## src/rtl/pc_fetch_ctrl_pkg.sv

```systemverilog
// rtl/pc_fetch_ctrl_pkg.sv - shared state encodings and constants for the fetch PC generator
package pc_fetch_ctrl_pkg;

  typedef enum logic [1:0] {
    S_BOOT  = 2'd0,
    S_RUN   = 2'd1,
    S_FLUSH = 2'd2
  } fetch_state_e;

  localparam logic [31:0] RESET_PC_DEFAULT = 32'h0000_0000;
  localparam logic [31:0] INSN_BYTES       = 32'd4;

  // Jump targets never carry bit0 into the PC.
  function automatic logic [31:0] mask_target(input logic [31:0] target);
    return {target[31:1], 1'b0};
  endfunction

endpackage

```

## src/rtl/pc_fetch_ctrl_pc_next_mux.sv

```systemverilog
// rtl/pc_fetch_ctrl_pc_next_mux.sv - next-PC priority select: redirect target, hold, or sequential
module pc_next_mux
  import pc_fetch_ctrl_pkg::*;
(
  input  logic [31:0] pc_i,
  input  logic [31:0] target_i,
  input  logic        redirect_i,
  input  logic        hold_i,
  output logic [31:0] pc_next_o,
  output logic [31:0] pc4_o
);

  assign pc4_o = pc_i + INSN_BYTES;

  always_comb begin
    pc_next_o = pc4_o;
    if (redirect_i) begin
      pc_next_o = mask_target(target_i);
    end else if (hold_i) begin
      pc_next_o = pc_i;
    end
  end

endmodule

```

## src/rtl/pc_fetch_ctrl.sv

```systemverilog
// rtl/pc_fetch_ctrl.sv - fetch-stage PC register with EX redirect, stall hold and flush pulses
module pc_fetch_ctrl
  import pc_fetch_ctrl_pkg::*;
#(
  parameter logic [31:0] RESET_PC = RESET_PC_DEFAULT,
  parameter int          CNT_W    = 16
) (
  input  logic             cpu_clk,
  input  logic             cpu_rst,
  input  logic             ex_valid,
  input  logic             pc_Sel,
  input  logic [31:0]      target_ex,
  input  logic             stall_if,
  output logic [31:0]      pc_o,
  output logic [31:0]      pc4_o,
  output logic             fetch_valid,
  output logic             if_id_flush,
  output logic             id_ex_flush,
  output logic             misalign_err,
  output logic [CNT_W-1:0] redirect_cnt
);

  fetch_state_e     state_q, state_d;
  logic [31:0]      pc_q, pc_d;
  logic             misalign_q, misalign_d;
  logic [CNT_W-1:0] cnt_q, cnt_d;
  logic             redirect;
  logic             hold;

  assign redirect = ex_valid & pc_Sel;
  // The boot bubble keeps RESET_PC for one extra cycle while the ROM settles.
  assign hold     = stall_if | (state_q == S_BOOT);

  pc_next_mux u_pc_next_mux (
    .pc_i       (pc_q),
    .target_i   (target_ex),
    .redirect_i (redirect),
    .hold_i     (hold),
    .pc_next_o  (pc_d),
    .pc4_o      (pc4_o)
  );

  always_comb begin
    state_d     = state_q;
    fetch_valid = 1'b0;
    case (state_q)
      S_BOOT: begin
        fetch_valid = 1'b0;
        state_d     = redirect ? S_FLUSH : S_RUN;
      end
      S_RUN, S_FLUSH: begin
        fetch_valid = 1'b1;
        state_d     = redirect ? S_FLUSH : S_RUN;
      end
      default: state_d = S_BOOT;
    endcase
  end

  always_comb begin
    misalign_d = misalign_q | (redirect & target_ex[1]);
    cnt_d      = cnt_q;
    if (redirect && (cnt_q != {CNT_W{1'b1}})) begin
      cnt_d = cnt_q + 1'b1;
    end
  end

  always_ff @(posedge cpu_clk) begin
    if (cpu_rst) begin
      state_q    <= S_BOOT;
      pc_q       <= RESET_PC;
      misalign_q <= 1'b0;
      cnt_q      <= '0;
    end else begin
      state_q    <= state_d;
      pc_q       <= pc_d;
      misalign_q <= misalign_d;
      cnt_q      <= cnt_d;
    end
  end

  assign pc_o         = pc_q;
  assign if_id_flush  = redirect & ~cpu_rst;
  assign id_ex_flush  = redirect & ~cpu_rst;
  assign misalign_err = misalign_q;
  assign redirect_cnt = cnt_q;

endmodule

```

## config.mk

```make
export PLATFORM = sky130hd
export DESIGN_NAME = pc_fetch_ctrl
export DESIGN_NICKNAME = d
export VERILOG_FILES = /design/src/rtl/pc_fetch_ctrl_pkg.sv /design/src/rtl/pc_fetch_ctrl_pc_next_mux.sv /design/src/rtl/pc_fetch_ctrl.sv
export SDC_FILE = /design/constraint.sdc
export NUM_CORES = 1
export LEC_CHECK = 0
export ABC_AREA = 1
export CAP_MARGIN = 20
export CORE_AREA = 2 2 96 98
export CTS_BUF_LIST = sky130_fd_sc_hd__clkbuf_8 sky130_fd_sc_hd__clkbuf_16
export DETAILED_ROUTE_END_ITERATION = 8
export DIE_AREA = 0 0 98 100
export PLACE_DENSITY = 0.88
export SLEW_MARGIN = 20
export SYNTH_ARGS = -nofsm -noshare
export SYNTH_HDL_FRONTEND = slang
export SYNTH_HIERARCHICAL = 1
export SYNTH_SLANG_ARGS = --single-unit
```

## constraint.sdc

```tcl
create_clock -name cpu_clk -period 1.7 [get_ports cpu_clk]
set_input_delay 0.34 -clock cpu_clk [delete_from_list [all_inputs] [get_ports cpu_clk]]
set_output_delay 0.34 -clock cpu_clk [all_outputs]
set_load 0.02 [all_outputs]
```

==> results by group <==
Cells and area
  • Synth-to-layout area growth: 74.70%
  • Final Cell Area: 6332 sq um
  • Layout net count: 862
  • Fraction of layout instances using a drive strength above 1: 0.3358
  • Filler instances: 613
  • Non-filler cells, final: 933
  • Antenna diodes: 0

Critical path
  • Crit-path cells: ha_4, nand2_4, nor2_4, buf_6, nand3_4, nor2_1, nand2_1, nand2_1, buf_2
  • Crit end category: primary output
  • Nature of the critical path startpoint: flip-flop
  • Reg2reg setup slack: -0.13 ns
  • CP Max Fanout: 4
  • CP delay by family, top: simple AND/OR/NAND/NOR gates
  • Bufs and invs on worst path: 2
  • Required @ worst endpoint: 1.36 ns
  • Critical path's most frequent cell: nand2_1
  • Critical path data arrival time: 1.89 ns
  • Crit-path max cell delay: 0.38 ns
  • Critical path type: flip-flop to primary output
  • CP max-delay cell: dfxtp_4

CTS
  • CTS Sinks: 51
  • Total CTS buffers: 5
  • H-tree depth: 2
  • Clock Tree Buf Depth: 2
  • Hold Buf Count CTS: 0
  • Clk root buf: clkbuf_8
  • Worst-skew pair later-pin latency: 0.31 ns
  • CTS clk-pin slew, worst paths: 0.09 ns
  • CTS tree: done

Synthesis
  • Sequential area share after synthesis: 0.2817
  • Cells after Synth: 624
  • Main synth FF type: dfxtp_1
  • Netlist cell types: 30
  • Mapped Nets: 665
  • Area leader, netlist: dfxtp_1
  • #FFs+latches synth: 51
  • Commonest cells post-synth: nand2_1 (180), nor2_1 (122), inv_1 (79)
  • Synth top area share: 0.2817
  • Synthesized area: 3625 sq um
  • Syn_area_per_cell: 5.809 sq um
  • Async SR Flop Fraction: 0
  • Synthesis Warnings: 6
  • Top-count cell post-synth: nand2_1
  • Top post-synthesis cells by area: dfxtp_1 (28%), nand2_1 (19%), nor2_1 (13%), inv_1 (8.2%), a21oi_1 (7.6%)
  • EDFF count, synth: 0

Status
  • Failing checks: negative setup slack
  • Status: finished with violations

Global route
  • Gr usage total: 0.2527
  • GRT busiest layer: met2
  • Grt met3 use: 0.04875
  • GR Util met2: 0.4668
  • Number of global-route vias before repair: 4,482
  • Grt met1 use: 0.2880
  • Grt ovf: 0
  • Initial antenna violation count: 0
  • Largest net degree at the start of global routing: 38
  • First-pass GRT wire length: 20,560 um

Floorplan
  • Die Y: 100 um
  • Starting Density: 0.4077
  • Die extent in x: 98 um
  • Core area: 8890 sq um
  • Die footprint: 9800 sq um
  • Row count: 35
  • Ports: 121

Pwr
  • Pwr Density: 567.1 nW/um^2
  • VDD IR-drop max: 0.3487 mV
  • Leakage dissipation: 3.041 nW

Flow run
  • Max-cap violations: 0

Drt
  • DR vias: 5,060
  • Vias per inst: 5.423
  • Wirelength per Cell: 16.28 um
  • Final ANT Viol Nets: 0
  • # DRC: 0
  • DRT iter0 DRCs: 453
  • Detailed Routing Iterations Pass 1: 6
  • Detailed Route WL: 15,190 um

Placement
  • Setup WS pre-CTS: -0.6013 ns
  • Placed cell areas: 5500 sq um
  • I/O Buffers: 119
  • Routability congestion estimate: 0.9093
  • Placed Instances: 905
  • HPWL Detailed: 8879 um

STA
  • Fin worst setup slack: -0.5348 ns
  • Final Cycle Share: 1.315
  • Max Freq: 447.5 MHz
  • Max-slew violation count: 0
  • RSZ-0062 raised after global routing: yes
  • Final Critical Period: 2.235 ns
  • Clock skew: 0.01143 ns
  • Final Hold Fails: 0
  • Hold slack: 0.4902 ns
  • Setup TNS: -10.91 ns
  • Slew @ Worst Pin: 0.4351 ns
  • Max-slew headroom: 0.7099
  • Setup violators final: 36

Worst hold path
  • Worst hold path class: flip-flop to flip-flop
==> sequential cells by signal, indices dropped and copies added, names as in the netlist <==
register,flops
pc_o,32
state_q,2
redirect_cnt,16
misalign_err,1
==> through the flow <==
step | util | total power [mW]
4_1_cts | 0.6584 | 3.432
5_1_grt | 0.7123 | 3.738
2_1_floorplan | - | 1.856
3_3_place_gp | 0.6187 | 2.400
3_5_place_dp | 0.6187 | 2.419
6_report | 0.7123 | 3.591
==> report_power, final <==
group / leakage (nW) / switching (mW) / internal (mW) / total (mW)
combinational: 2.55 / 0.652 / 0.586 / 1.24
sequential: 0.422 / 0.0715 / 1.26 / 1.33
clock: 0.0695 / 0.436 / 0.583 / 1.02
==> repair_timing <==
| action | CTS | global route |
|---|---|---|
| resized for setup | 253 | 120 |
| endpoints found under the setup margin | 77 | 67 |
| pin swaps | 27 | 40 |
| cloned | 0 | 1 |
| setup buffers | 13 | 13 |
==> layout by cell type, fill, tap and decap left out, drive strengths merged, types with 5 or more instances in the layout <==
| cell | synthesis | final |
|---|---|---|
| a21oi | 55 | 55 |
| and2 | 8 | 8 |
| buf | 13 | 120 |
| clkbuf | 8 | 7 |
| clkdlybuf4s50 | 0 | 41 |
| dfxtp | 51 | 51 |
| dlygate4sd2 | 0 | 43 |
| inv | 81 | 82 |
| nand2 | 189 | 189 |
| nand3 | 47 | 47 |
| nand4 | 5 | 5 |
| nor2 | 136 | 136 |
| o21ai | 7 | 7 |
==> routing by layer <==
metal,routed length (um),vias up
li1,-,2316
met2,7473,333
met5,0,-
met4,781,0
met1,5527,2330
met3,1403,81
==> final timing paths <==
check,start,to,depth (start not counted)
setup / recovery,pc_o[3],pc4_o[20],9
hold / removal,misalign_err,misalign_err,1
setup reg to reg,pc_o[3],pc_o[20],12
hold reg to reg,misalign_err,misalign_err,1
==> area by class of cell <==
class / count / area (sq um) / share of cell area
well taps: 111 / 138.9 / 0.02193
multi-input cells: 470 / 2695 / 0.4256
clock inverters: 3 / 63.81 / 0.01008
clock buffers: 5 / 68.82 / 0.01087
flip-flops and latches: 51 / 1041 / 0.1644
inverters: 82 / 310.3 / 0.04900
repair buffers: 211 / 2014 / 0.3181
==> kinds of logic (layout without fill, tap and decap cells) <==
logic type                 Yosys count  after routing  synth area share
xor gates and xnor gates             7              7           0.01691
buffers and inverters              103            301            0.1160
and+or+nand+nor                    391            391            0.4736
adders and majority gates            4              4           0.01381
DFF                                 51             51            0.2817
AOI/OAI and AO/OA                   68             68           0.09803
==> worst register-to-register path, delay by kind of cell (launching register included) <==
family,cells,cell delay [ns]
and+or+nand+nor,9,1.07
adders and majority gates,1,0.15
DFF,1,0.38
buffers and inverters,2,0.18
No activity file was read; power rests on OpenSTA's default activity.
